==> config.mk <==
export PLATFORM = sky130hd
export DESIGN_NAME = alexander_pd_param
export DESIGN_NICKNAME = d
export VERILOG_FILES = /design/src/rtl/alexander_pd_param.sv
export SDC_FILE = /design/constraint.sdc
export NUM_CORES = 1
export LEC_CHECK = 0
export ABC_CLOCK_PERIOD_IN_PS = 5800
export BUFFER_PORTS_ARGS = -buffer_cell sky130_fd_sc_hd__buf_2
export CAP_MARGIN = 0
export CORE_ASPECT_RATIO = 1.5
export CORE_MARGIN = 3
export CORE_UTILIZATION = 61
export CTS_CLUSTER_DIAMETER = 150
export DETAILED_ROUTE_END_ITERATION = 16
export GPL_ROUTABILITY_DRIVEN = 1
export PLACE_DENSITY = 0.83
export SLEW_MARGIN = 10
export SYNTH_ARGS = -nofsm -noshare
export SYNTH_HDL_FRONTEND = slang
export SYNTH_SLANG_ARGS = --single-unit
export TNS_END_PERCENT = 5
==> constraint.sdc <==
create_clock -name i_clk -period 5.8 [get_ports i_clk]
set_input_delay 0.87 -clock i_clk [delete_from_list [all_inputs] [get_ports i_clk]]
set_output_delay 0.87 -clock i_clk [all_outputs]
set_load 0.03 [all_outputs]
==> src/rtl/alexander_pd_param.sv <==
// alexander_pd_param: bang-bang (Alexander) phase detector with an internal
// sampling-phase counter and a signed vote integrator for the receive CDR.
// Ports: i_clk work clock, i_rst sync active-low reset, i_en tracking enable,
//   i_phase sliced bit; o_strobe/o_data/o_T/o_E per-chip decision and flags,
//   o_up/o_dn one-cycle phase adjust pulses, o_acc vote accumulator,
//   o_lock lock flag (built only when PD_LOCK_DET_EN is defined, else 0).
module alexander_pd_param #(
    parameter int OSR     = 25,
    parameter int D_POS   = OSR / 2,
    parameter int VOTE_W  = 4,
    parameter int VOTE_TH = 4,
    parameter int LOCK_N  = 32
) (
    input  logic              i_clk,
    input  logic              i_rst,
    input  logic              i_en,
    input  logic              i_phase,
    output logic              o_strobe,
    output logic              o_data,
    output logic              o_T,
    output logic              o_E,
    output logic              o_up,
    output logic              o_dn,
    output logic [VOTE_W-1:0] o_acc,
    output logic              o_lock
);
    localparam int CW = $clog2(OSR);
    localparam int XW = VOTE_W + 2;
    localparam logic [CW-1:0] C_LAST = CW'(OSR - 1);
    localparam logic [CW-1:0] C_PREV = CW'(OSR - 2);
    localparam logic [CW-1:0] C_DPOS = CW'(D_POS);
    localparam logic signed [XW-1:0] AMAX = XW'((1 <<< (VOTE_W - 1)) - 1);
    localparam logic signed [XW-1:0] AMIN = -AMAX;
    localparam logic signed [XW-1:0] V_P1 = XW'(1);
    localparam logic signed [XW-1:0] V_M1 = XW'(-1);
    localparam logic signed [VOTE_W-1:0] TH_P = VOTE_W'(VOTE_TH);
    localparam logic signed [VOTE_W-1:0] TH_N = VOTE_W'(-VOTE_TH);

    typedef enum logic [1:0] {IDLE, ACQ, TRACK} state_t;

    state_t state_q, state_d;
    logic [CW-1:0] cnt_q, cnt_d;
    logic esmp_q, esmp_d;
    logic dcur_q, dcur_d;
    logic pend_e_q, pend_e_d;
    logic stb_q, stb_d;
    logic trans_q, trans_d;
    logic early_q, early_d;
    logic up_q, up_d;
    logic dn_q, dn_d;
    logic signed [VOTE_W-1:0] acc_q, acc_d;

    logic run, cap_e, cap_d, t_now, e_now;
    logic signed [XW-1:0] vote, acc_x;

    always_comb begin
        state_d  = state_q;
        cnt_d    = cnt_q;
        esmp_d   = esmp_q;
        dcur_d   = dcur_q;
        pend_e_d = pend_e_q;
        stb_d    = 1'b0;
        trans_d  = 1'b0;
        early_d  = 1'b0;
        up_d     = 1'b0;
        dn_d     = 1'b0;
        acc_d    = acc_q;
        t_now    = 1'b0;
        e_now    = 1'b0;
        vote     = '0;
        acc_x    = '0;
        run      = (state_q != IDLE);
        // pend_e: a double step jumped over cnt==0, take the edge sample now
        cap_e    = run && ((cnt_q == '0) || pend_e_q);
        cap_d    = run && (cnt_q == C_DPOS);
        if (!i_en) begin
            state_d  = IDLE;
            cnt_d    = '0;
            esmp_d   = 1'b0;
            dcur_d   = 1'b0;
            pend_e_d = 1'b0;
            acc_d    = '0;
        end else begin
            unique case (state_q)
                IDLE:    state_d = ACQ;
                ACQ:     if (cap_d) state_d = TRACK;
                TRACK:   state_d = TRACK;
                default: state_d = IDLE;
            endcase
            if (run) cnt_d = (cnt_q == C_LAST) ? '0 : cnt_q + 1'b1;
            if (cap_e) begin
                esmp_d   = i_phase;
                pend_e_d = 1'b0;
            end
            if (cap_d) begin
                dcur_d = i_phase;
                // first sample after acquisition has no valid predecessor
                if (state_q == TRACK) begin
                    t_now   = dcur_q ^ i_phase;
                    e_now   = t_now & ~(esmp_q ^ dcur_q);
                    stb_d   = 1'b1;
                    trans_d = t_now;
                    early_d = e_now;
                    if (t_now) vote = e_now ? V_P1 : V_M1;
                    acc_x = {{2{acc_q[VOTE_W-1]}}, acc_q} + vote;
                    if (acc_x > AMAX)      acc_d = AMAX[VOTE_W-1:0];
                    else if (acc_x < AMIN) acc_d = AMIN[VOTE_W-1:0];
                    else                   acc_d = acc_x[VOTE_W-1:0];
                end
            end
            // adjust one cycle after the strobe, from the updated votes
            if (stb_q) begin
                if (acc_q >= TH_P) begin
                    dn_d  = 1'b1;
                    acc_d = '0;
                    cnt_d = cnt_q;
                end else if (acc_q <= TH_N) begin
                    up_d  = 1'b1;
                    acc_d = '0;
                    if (cnt_q == C_LAST) begin
                        cnt_d    = CW'(1);
                        pend_e_d = 1'b1;
                    end else if (cnt_q == C_PREV) begin
                        cnt_d = '0;
                    end else begin
                        cnt_d = cnt_q + CW'(2);
                    end
                end
            end
        end
    end

    always_ff @(posedge i_clk) begin
        if (!i_rst) begin
            state_q  <= IDLE;
            cnt_q    <= '0;
            esmp_q   <= 1'b0;
            dcur_q   <= 1'b0;
            pend_e_q <= 1'b0;
            stb_q    <= 1'b0;
            trans_q  <= 1'b0;
            early_q  <= 1'b0;
            up_q     <= 1'b0;
            dn_q     <= 1'b0;
            acc_q    <= '0;
        end else begin
            state_q  <= state_d;
            cnt_q    <= cnt_d;
            esmp_q   <= esmp_d;
            dcur_q   <= dcur_d;
            pend_e_q <= pend_e_d;
            stb_q    <= stb_d;
            trans_q  <= trans_d;
            early_q  <= early_d;
            up_q     <= up_d;
            dn_q     <= dn_d;
            acc_q    <= acc_d;
        end
    end

    assign o_strobe = stb_q;
    assign o_data   = dcur_q;
    assign o_T      = trans_q;
    assign o_E      = early_q;
    assign o_up     = up_q;
    assign o_dn     = dn_q;
    assign o_acc    = acc_q;

`ifdef PD_LOCK_DET_EN
    localparam int LW = $clog2(LOCK_N + 1);
    localparam logic [LW-1:0] L_MAX = LW'(LOCK_N);

    logic [LW-1:0] lcnt_q, lcnt_d;

    always_comb begin
        lcnt_d = lcnt_q;
        if (!i_en || up_q || dn_q) begin
            lcnt_d = '0;
        end else if (stb_q && trans_q && !(up_d || dn_d) && (lcnt_q != L_MAX)) begin
            lcnt_d = lcnt_q + 1'b1;
        end
    end

    always_ff @(posedge i_clk) begin
        if (!i_rst) lcnt_q <= '0;
        else        lcnt_q <= lcnt_d;
    end

    assign o_lock = (lcnt_q == L_MAX);
`else
    assign o_lock = 1'b0 & (LOCK_N > 0);
`endif
endmodule

Yosys cells after proc, flatten, opt, wreduce, memory -nomap -nowiden
Cells that the tools add are included.

Register bits: 19. Input port bits: 4.

Order comparisons: 4. Bitwise gates (word level): 7. Mux-type cells: 29. Equal/unequal tests: 7. Add/sub/neg operators: 3. Reduce and logical (&&, ||, !) cells: 11.

Operator list (number): $mux 5 (7); $mux 6 (5); $mux 4 (7); $eq 5x5->1 const B (2); $mux 1 (8); $add 6x6->6 (1); $gt 6x4->1 const B (1); $lt 6x4->1 const B (1); $pmux 2 s3 (1); $reduce_and 3->1 (2); $add 5x1->5 const B (1); $add 5x2->5 const B (1); $eq 5x4->1 const B (1); $logic_not 5->1 (1); $ge 4x4->1 const B (1); $le 4x3->1 const B (1); $ne 2x2->1 const B (2); $not 1->1 (4); $reduce_and 4->1 (1); $reduce_or 4->1 (1); $eq 2x1->1 const B (1); $eq 2x2->1 const B (1); $logic_and 1x1->1 (2); $logic_not 2->1 (1); other kinds (6) (7).

Logic depth before layout (Yosys ltp)
Gate-level depths: netlist of run 1.

Depth in word-level cells: 17. Gate-level depth with buffers: 10. Gate-level depth less buffers: 10.

Worst setup path before layout of run 1
OpenSTA, ideal clock, no wires.

Kind: input-to-reg. From: input i_phase. To: register acc_q[0], in the netlist o_acc[0]. Buffers on the path: 0. Required time: 5678 ps. Path slack: 2966 ps. Stages: 9. Library setup time: 122 ps. Arrival: 2712 ps. Cell sequence: nor2b_4 > or2_2 > ha_1 > ha_1 > nor2_1 > and3_2 > a211oi_2 > nand2_1 > o311a_1.

Longest elaborated chain between the ends: 16. Elaborated cells on any way between the ends: 17.

Ends and longest elaborated chain: from (decl) (RTL line 17) `input logic i_phase,`; $xor 1x1->1 * (RTL line 99) `t_now = dcur_q ^ i_phase;`; $and 1x1->1 (RTL line 100) `e_now = t_now & ~(esmp_q ^ dcur_q);`; $mux 6 (RTL line 104) `if (t_now) vote = e_now ? V_P1 : V_M1;`; $mux 6 * (RTL line 104); $mux 6 * (RTL line 98) `if (state_q == TRACK) begin`; $mux 6 * (RTL line 95) `if (cap_d) begin`; $mux 6 * (RTL line 76) `if (!i_en) begin`; $add 6x6->6 * (RTL line 105) `acc_x = {{2{acc_q[VOTE_W-1]}}, acc_q} + vote;`; $lt 6x4->1 (RTL line 107) `else if (acc_x < AMIN) acc_d = AMIN[VOTE_W-1:0];`; $mux 4 (RTL line 107); $mux 4 * (RTL line 106) `if (acc_x > AMAX) acc_d = AMAX[VOTE_W-1:0];`; $mux 4 * (RTL line 98); $mux 4 * (RTL line 95); $mux 4 (RTL line 117) `end else if (acc_q <= TH_N) begin`; $mux 4 (RTL line 113) `if (acc_q >= TH_P) begin`; $mux 4 * (RTL line 112) `if (stb_q) begin`; to (signal assigned) (RTL line 145) `acc_q <= '0;`; to (signal assigned) (RTL line 157) `acc_q <= acc_d;`; to (decl) (RTL line 51) `logic signed [VOTE_W-1:0] acc_q, acc_d;`.

Mark *: on every way between the ends. The rest lies on a longest branch, timed or not. The select of a mux whose other input is x is not followed. A chain may end at the register's enable or synchronous reset.

Worst setup path after layout of run 1
Same ends and word-level chain as after synthesis.

==> results by group, run 1 <==
Synthesis
  • Top cell type's share of synthesized area: 30.6%
  • Adder-cell share of the synthesized area: 8.06%
  • Syn Area/Cell: about 8 sq um
  • FF+latch count, synth: 19
  • Compound-gate portion of the synthesized area: between 10% and 20%
  • Synth async-reset ratio: 0%
  • Xor and xnor area share after synthesis: less than 1%
  • Post-synth EDFFs: 0
  • Most common cell in the netlist: dfxtp_1
  • Top post-synthesis cells by area: dfxtp_1 31%, ha_1 8.1%, nor2_1 5.4%
  • Largest family of logic cells by synthesized area: simple AND/OR/NAND/NOR gates
  • Area leader, netlist: dfxtp_1
  • Synth Area in Simple Gates: 29.9%
  • Netlist Area Pre-Place: 0.00124 sq mm
  • Seq/Total Area, Yosys: 30.6%
  • Syn Inst Count: ~160
  • Netlist cell types: 43
  • Yosys warns: 0
  • Predominant post-synthesis flop cell: dfxtp_1
  • Syn_nets: 167
  • Post-synth top cells: 19 x dfxtp_1, 18 x nor2_1, 13 x nand2_1, 9 x a21oi_1, 9 x inv_1
  • Mux contribution to synthesized area: approximately 6.7%

Power and ir drop
  • Worst vdd ir: 0.174 mV
  • PD cells: approximately 170 mW/mm^2
  • Leakage: 0.533 nW

STA
  • Period minus WS final: 2780 ps
  • Setup Skew: 6.44 ps
  • Worst Tran Pin Value: between 500 and 600 ps
  • Worst Slack Setup Final: 3020 ps
  • # setup viols final: 0
  • Final period util: between 40 and 50%
  • Hold Vio Cnt, Final: 0
  • Slew headroom: between 60 and 70%
  • Setup TNS: 0 ps
  • Count of pins over their slew limit: 0
  • Fmax: 360 MHz
  • RSZ-0062 raised after global routing: no

Final layout
  • Ant. Diodes: 0
  • # nets final: ~180
  • Share of layout cells above drive strength 1: ~16%
  • Area Overhead vs Synth: 7.26%

Clock tree
  • CTS tree: built
  • # Post-CTS Setup Buffers: 0
  • Clock Latency Late Sink: 310 ps
  • CTS clk-pin slew, worst paths: around 110 ps
  • # hold bufs at CTS: 0
  • Clk root buf: clkbuf_4
  • H-tree depth: 1
  • Cts repair resizes: 0
  • Cts bufs inserted: 3
  • CTS Buffer Depth: 2
  • Clk sinks: 19

Route
  • DR iter-0 viols: 24
  • DR vias: 1175
  • Post-Route WL: a little under 3000 um
  • Routed len/inst: approximately 16 um
  • Routed Antenna Nets: 0
  • Pre-antenna DRT Iters: 4
  • Residual DRC count: 0
  • Vias per cell: 6.28

Min path
  • Worst min-delay path category: flip-flop to flip-flop

Global route
  • Total congestion overflow: 0
  • Initial antenna violation count: 0
  • Vias in the first global route: around 1200
  • Largest net degree at the start of global routing: 15
  • First-pass GRT wire length: 4860 um
  • GRT Util Overall: about 25%

Floorplan
  • I/O pins: 15
  • # rows: 19
  • Die span in y: 61.2 um
  • Initial core utilization: 66.1%
  • Core Footprint: between 0.0015 and 0.002 sq mm
  • Die Width: approximately 43 um
  • Die footprint: approximately 0.0026 sq mm

Critical path
  • Crit path max fanout: 6
  • Data required time of the worst path: roughly 6000 ps
  • Setup crit start kind: primary input
  • Crit Path Class: primary input to flip-flop
  • Arr. time, crit path: 2990 ps
  • Critical path endpoint category: flip-flop

Flow run
  • Max_cap viols: 0

Status
  • Status: finished, final reports clean

Placement
  • DPL Wire Length: approximately 2300 um
  • GPL Wtd Cong: between 0.8 and 0.9
  • Port bufs: 13
  • Pre-CTS WS: around 2700 ps
[state kept, by name (all words and copies together) (netlist names)]
signal,count
pend_e_q,1
o_acc,4
o_E,1
o_up,1
o_dn,1
esmp_q,1
state_q,2
o_strobe,1
cnt_q,5
o_data,1
o_T,1
[critical path, cell delays in order]
cell and delay, ps:
buf_2 140, nor2b_4 140, or2_2 280, ha_1 250, ha_1 340, nor2_1 60, and3_2 210, a211oi_2 280
nand2_1 80, o311a_1 330
[logic make-up (layout without fill, tap and decap cells)]
logic type,Yosys count,after routing
buf+inv,15,26
mux,7,7
simple gates,67,67
fa+ha+maj,8,8
xor+xnor,1,1
compound gates,37,37
flops,19,19
other cells,1,1
[through the flow]
stage | util [%] | power (W) | hold WS, ps | instances | instance area [sq um]
floorplan | - | 0.000153 | 461 | 155 | 1240
global placement | 69.4 | 0.000156 | 474 | 183 | 1300
detailed placement | 69.4 | 0.000158 | 502 | 183 | 1300
CTS | 70.9 | 0.000225 | 518 | 187 | 1330
global route | 70.9 | 0.000233 | 529 | 187 | 1330
finish | 70.9 | 0.000225 | 509 | 187 | 1330
[routing by layer]
layer / GRT usage [%] / wire, um / part of all wire, % / up-vias
met2: 44.8 / 1560 / 53 / 44
met1: 24.5 / 1110 / 37 / 541
met4: 24.0 / 162 / 5.5 / 0
met5: 0 / 0 / 0 / -
met3: 4.39 / 124 / 4.2 / 12
li1: - / - / - / 578
[path summary, 6_finish.rpt]
kind                            startpoint          to  slack (ps)  cells past startpoint
worst max-delay path               i_phase    o_acc[0]        3020                     10
worst min-delay path            state_q[0]  state_q[0]         510                      2
worst max register to register      o_data    o_acc[0]        3300                      9
worst min register to register  state_q[0]  state_q[0]         510                      2
[layout by cell type, fill, tap and decap left out, types with 2 or more instances in the layout]
cell,n
a31oi_1,3
o22ai_1,2
ha_1,8
nand2_1,13
inv_1,9
nand4b_1,2
nor2b_4,2
nand3_1,6
o21ai_0,8
nand2_2,2
nand2b_1,5
mux2i_1,6
clkbuf_4,3
nand4_1,2
a21oi_1,9
buf_2,13
dfxtp_1,19
o21ai_1,4
nor4b_1,2
nor2_1,18
o211ai_1,2
nor3_1,7
[layout make-up]
cell class | count | area, sq um
repair buffers | 13 | 65.1
well taps | 21 | 26.3
clock buffers | 3 | 22.5
clock inverters | 1 | 5.00
fillers | 175 | 547
inverters | 9 | 33.8
multi-input cells | 121 | 798
flip-flops and latches | 19 | 380
[report_power, final]
group	internal [W]	switching, W
Clock	0.0000258	0.0000448
Sequential	0.000132	0.00000134
Combinational	0.00000809	0.0000134
Note: power is estimated with default switching activity, not from simulation.
==> inputs of run 2 (changes only) <==
--- a/config.mk
+++ b/config.mk
@@ -5,16 +5,16 @@
 export SDC_FILE = /design/constraint.sdc
 export NUM_CORES = 1
 export LEC_CHECK = 0
-export ABC_CLOCK_PERIOD_IN_PS = 5800
+export ABC_CLOCK_PERIOD_IN_PS = 2300
 export BUFFER_PORTS_ARGS = -buffer_cell sky130_fd_sc_hd__buf_2
 export CAP_MARGIN = 0
 export CORE_ASPECT_RATIO = 1.5
 export CORE_MARGIN = 3
-export CORE_UTILIZATION = 61
+export CORE_UTILIZATION = 51
 export CTS_CLUSTER_DIAMETER = 150
 export DETAILED_ROUTE_END_ITERATION = 16
 export GPL_ROUTABILITY_DRIVEN = 1
-export PLACE_DENSITY = 0.83
+export PLACE_DENSITY = 0.74
 export SLEW_MARGIN = 10
 export SYNTH_ARGS = -nofsm -noshare
 export SYNTH_HDL_FRONTEND = slang
==> constraint.sdc (replaced) <==
create_clock -name i_clk -period 2.3 [get_ports i_clk]
set_input_delay 0.345 -clock i_clk [delete_from_list [all_inputs] [get_ports i_clk]]
set_output_delay 0.345 -clock i_clk [all_outputs]
set_load 0.03 [all_outputs]
==> run 2 against run 1 <==
  * Non-clock buffer count increased by 10
  * Routed wire length decreased by 0.71%
  * Clock-buffer cell count rose by 1
  * Global-route usage fell by 3.1 points
  * Worst hold slack lost 130 ps
  * Critical endpoint unchanged
==> results by group, run 2 (synthesis results as in run 1) <==
Status
  • Status: finished, final reports clean

Clock tree
  • CTS Buffer Depth: 2
  • Cts bufs inserted: 3
  • H-tree depth: 1
  • Clk root buf: clkbuf_4
  • Clk sinks: 19
  • CTS tree: built
  • Clock Latency Late Sink: ~300 ps
  • CTS clk-pin slew, worst paths: roughly 120 ps

Power and ir drop
  • Leakage: 0.586 nW
  • Worst vdd ir: 0.288 mV
  • Pwr Total: about 0.00058 W
  • PD cells: 395 mW/mm^2

Global route
  • Total congestion overflow: 0
  • GRT Util Overall: 22.2%
  • First-pass GRT wire length: 5020 um
  • Initial antenna violation count: 0
  • Vias in the first global route: about 1200
  • Largest net degree at the start of global routing: 15

Placement
  • GPL Wtd Cong: 0.915
  • Post-DP Area: approximately 0.0014 sq mm
  • Pre-CTS WS: -104 ps
  • DPL Wire Length: approximately 2300 um
  • Dpl cells: ~200
  • Port bufs: 13

Floorplan
  • Die span in y: approximately 66 um
  • Initial core utilization: 54.3%
  • Core Footprint: 0.00229 sq mm
  • I/O pins: 15
  • # rows: 21
  • Die Width: 46.3 um
  • Die footprint: just over 0.003 sq mm

Critical path
  • FF-to-FF setup slack: between 100 and 150 ps
  • Arr. time, crit path: ~2400 ps
  • Crit path max fanout: 4
  • Critical path endpoint category: flip-flop
  • Crit Path Class: flip-flop to flip-flop
  • Setup crit start kind: flip-flop
  • Data required time of the worst path: 2510 ps

Final layout
  • Layout filler cell count: a little over 200
  • Non-Filler Instances: approximately 200
  • Max FFs per register: 5
  • # nets final: ~190
  • Most common cell after layout, fill and taps aside: dfxtp_1
  • Share of layout cells above drive strength 1: 23.9%
  • Ant. Diodes: 0
  • Most flops, register: cnt_q
  • Most frequent cells in the layout: 18 x dfxtp_1, 17 x nor2_1, 13 x nand2_1, 13 x buf_2, 10 x buf_4
  • Fin area: between 0.001 and 0.0015 sq mm
  • Area Overhead vs Synth: 17.2%

Route
  • Top sig layer: met4
  • Met2 routed WL: 1580 um
  • Routed Antenna Nets: 0
  • Post-Route WL: just under 3000 um
  • DR iter-0 viols: 35
  • Pre-antenna DRT Iters: 4
  • DR vias: 1175
  • Routed len/inst: 14.8 um
  • Residual DRC count: 0
  • Vias per cell: ~5.9
  • Routed met1 length: 1200 um
  • Met3 WL: between 100 and 150 um

STA
  • Fmax: approximately 460 MHz
  • Setup TNS: 0 ps
  • Worst Tran Pin Value: 504 ps
  • Slew headroom: 66.3%
  • Final period util: a little over nine tenths
  • Setup Skew: 4.44 ps
  • Count of pins over their slew limit: 0
  • RSZ-0062 raised after global routing: no
  • Hold Vio Cnt, Final: 0
  • Worst Slack Setup Final: ~130 ps
  • Period minus WS final: about 2200 ps
  • # setup viols final: 0

Flow run
  • Max_cap viols: 0

Min path
  • Worst min-delay path category: primary input to flip-flop
## run 2: changes by cell type in the layout (fill, tap and decap cells not counted), sizes merged
| cell | delta |
|---|---|
| clkbuf | +1 |
| buf | +10 |
| clkinv | -1 |
## run 2: final cells by class
class	instances	area (sq um)	share of cell area (%)
clock buffer	4	26.3	1.81
tap	23	28.8	1.98
timing repair buffer	23	140	9.63
sequential	19	384	26.4
inverter	9	33.8	2.32
multi-input combinational	121	842	57.9
## run 2: worst paths after layout
check                                 from          to  cells after the start
worst min-delay path                  i_en    o_acc[1]                      3
worst max-delay path                o_data    o_acc[0]                     10
worst min register to register  state_q[0]  state_q[0]                      2
worst max register to register      o_data    o_acc[0]                     10
## run 2: where the power goes
group	leakage (nW)	switching, W	total, W	internal (W)
Combinational	0.417	0.0000348	0.0000612	0.0000264
Sequential	0.154	0.00000362	0.000335	0.000331
Clock	0.0150	0.000111	0.000179	0.0000676
Total	0.586	0.000150	0.000575	0.000425
## run 2: worst max-delay path, cell delays in order, from the launching register on
cell and delay [ps]:
dfxtp_4 380, nor2b_4 120, buf_4 130, mux2i_4 180
xnor2_2 100, ha_4 280, nor2_1 50, and3_2 210
a211oi_2 210, nand2_1 90, o311a_1 330
## run 2: metal layers
layer / track usage (%) / vias up
met5: 0 / -
met1: 23.4 / 553
li1: - / 593
met4: 10.3 / 0
met2: 40.5 / 25
met3: 3.00 / 4
## run 2: timing repair
item | 4_1_cts | 5_1_grt
hold endpoints to repair | 0 | 0
cloned | 0 | 0
buffers inserted | 0 | 0
endpoints found under the setup margin | 1 | 3
hold buffers | 0 | 0
pin swaps | 0 | 2
gates resized for setup | 1 | 6
## run 2: through the flow
step,util (%),hold WS (ps)
after CTS,62.0,373
after global placement,60.7,478
after detailed placement,60.7,484
after floorplan,-,461
after global routing,63.7,394
final,63.7,380
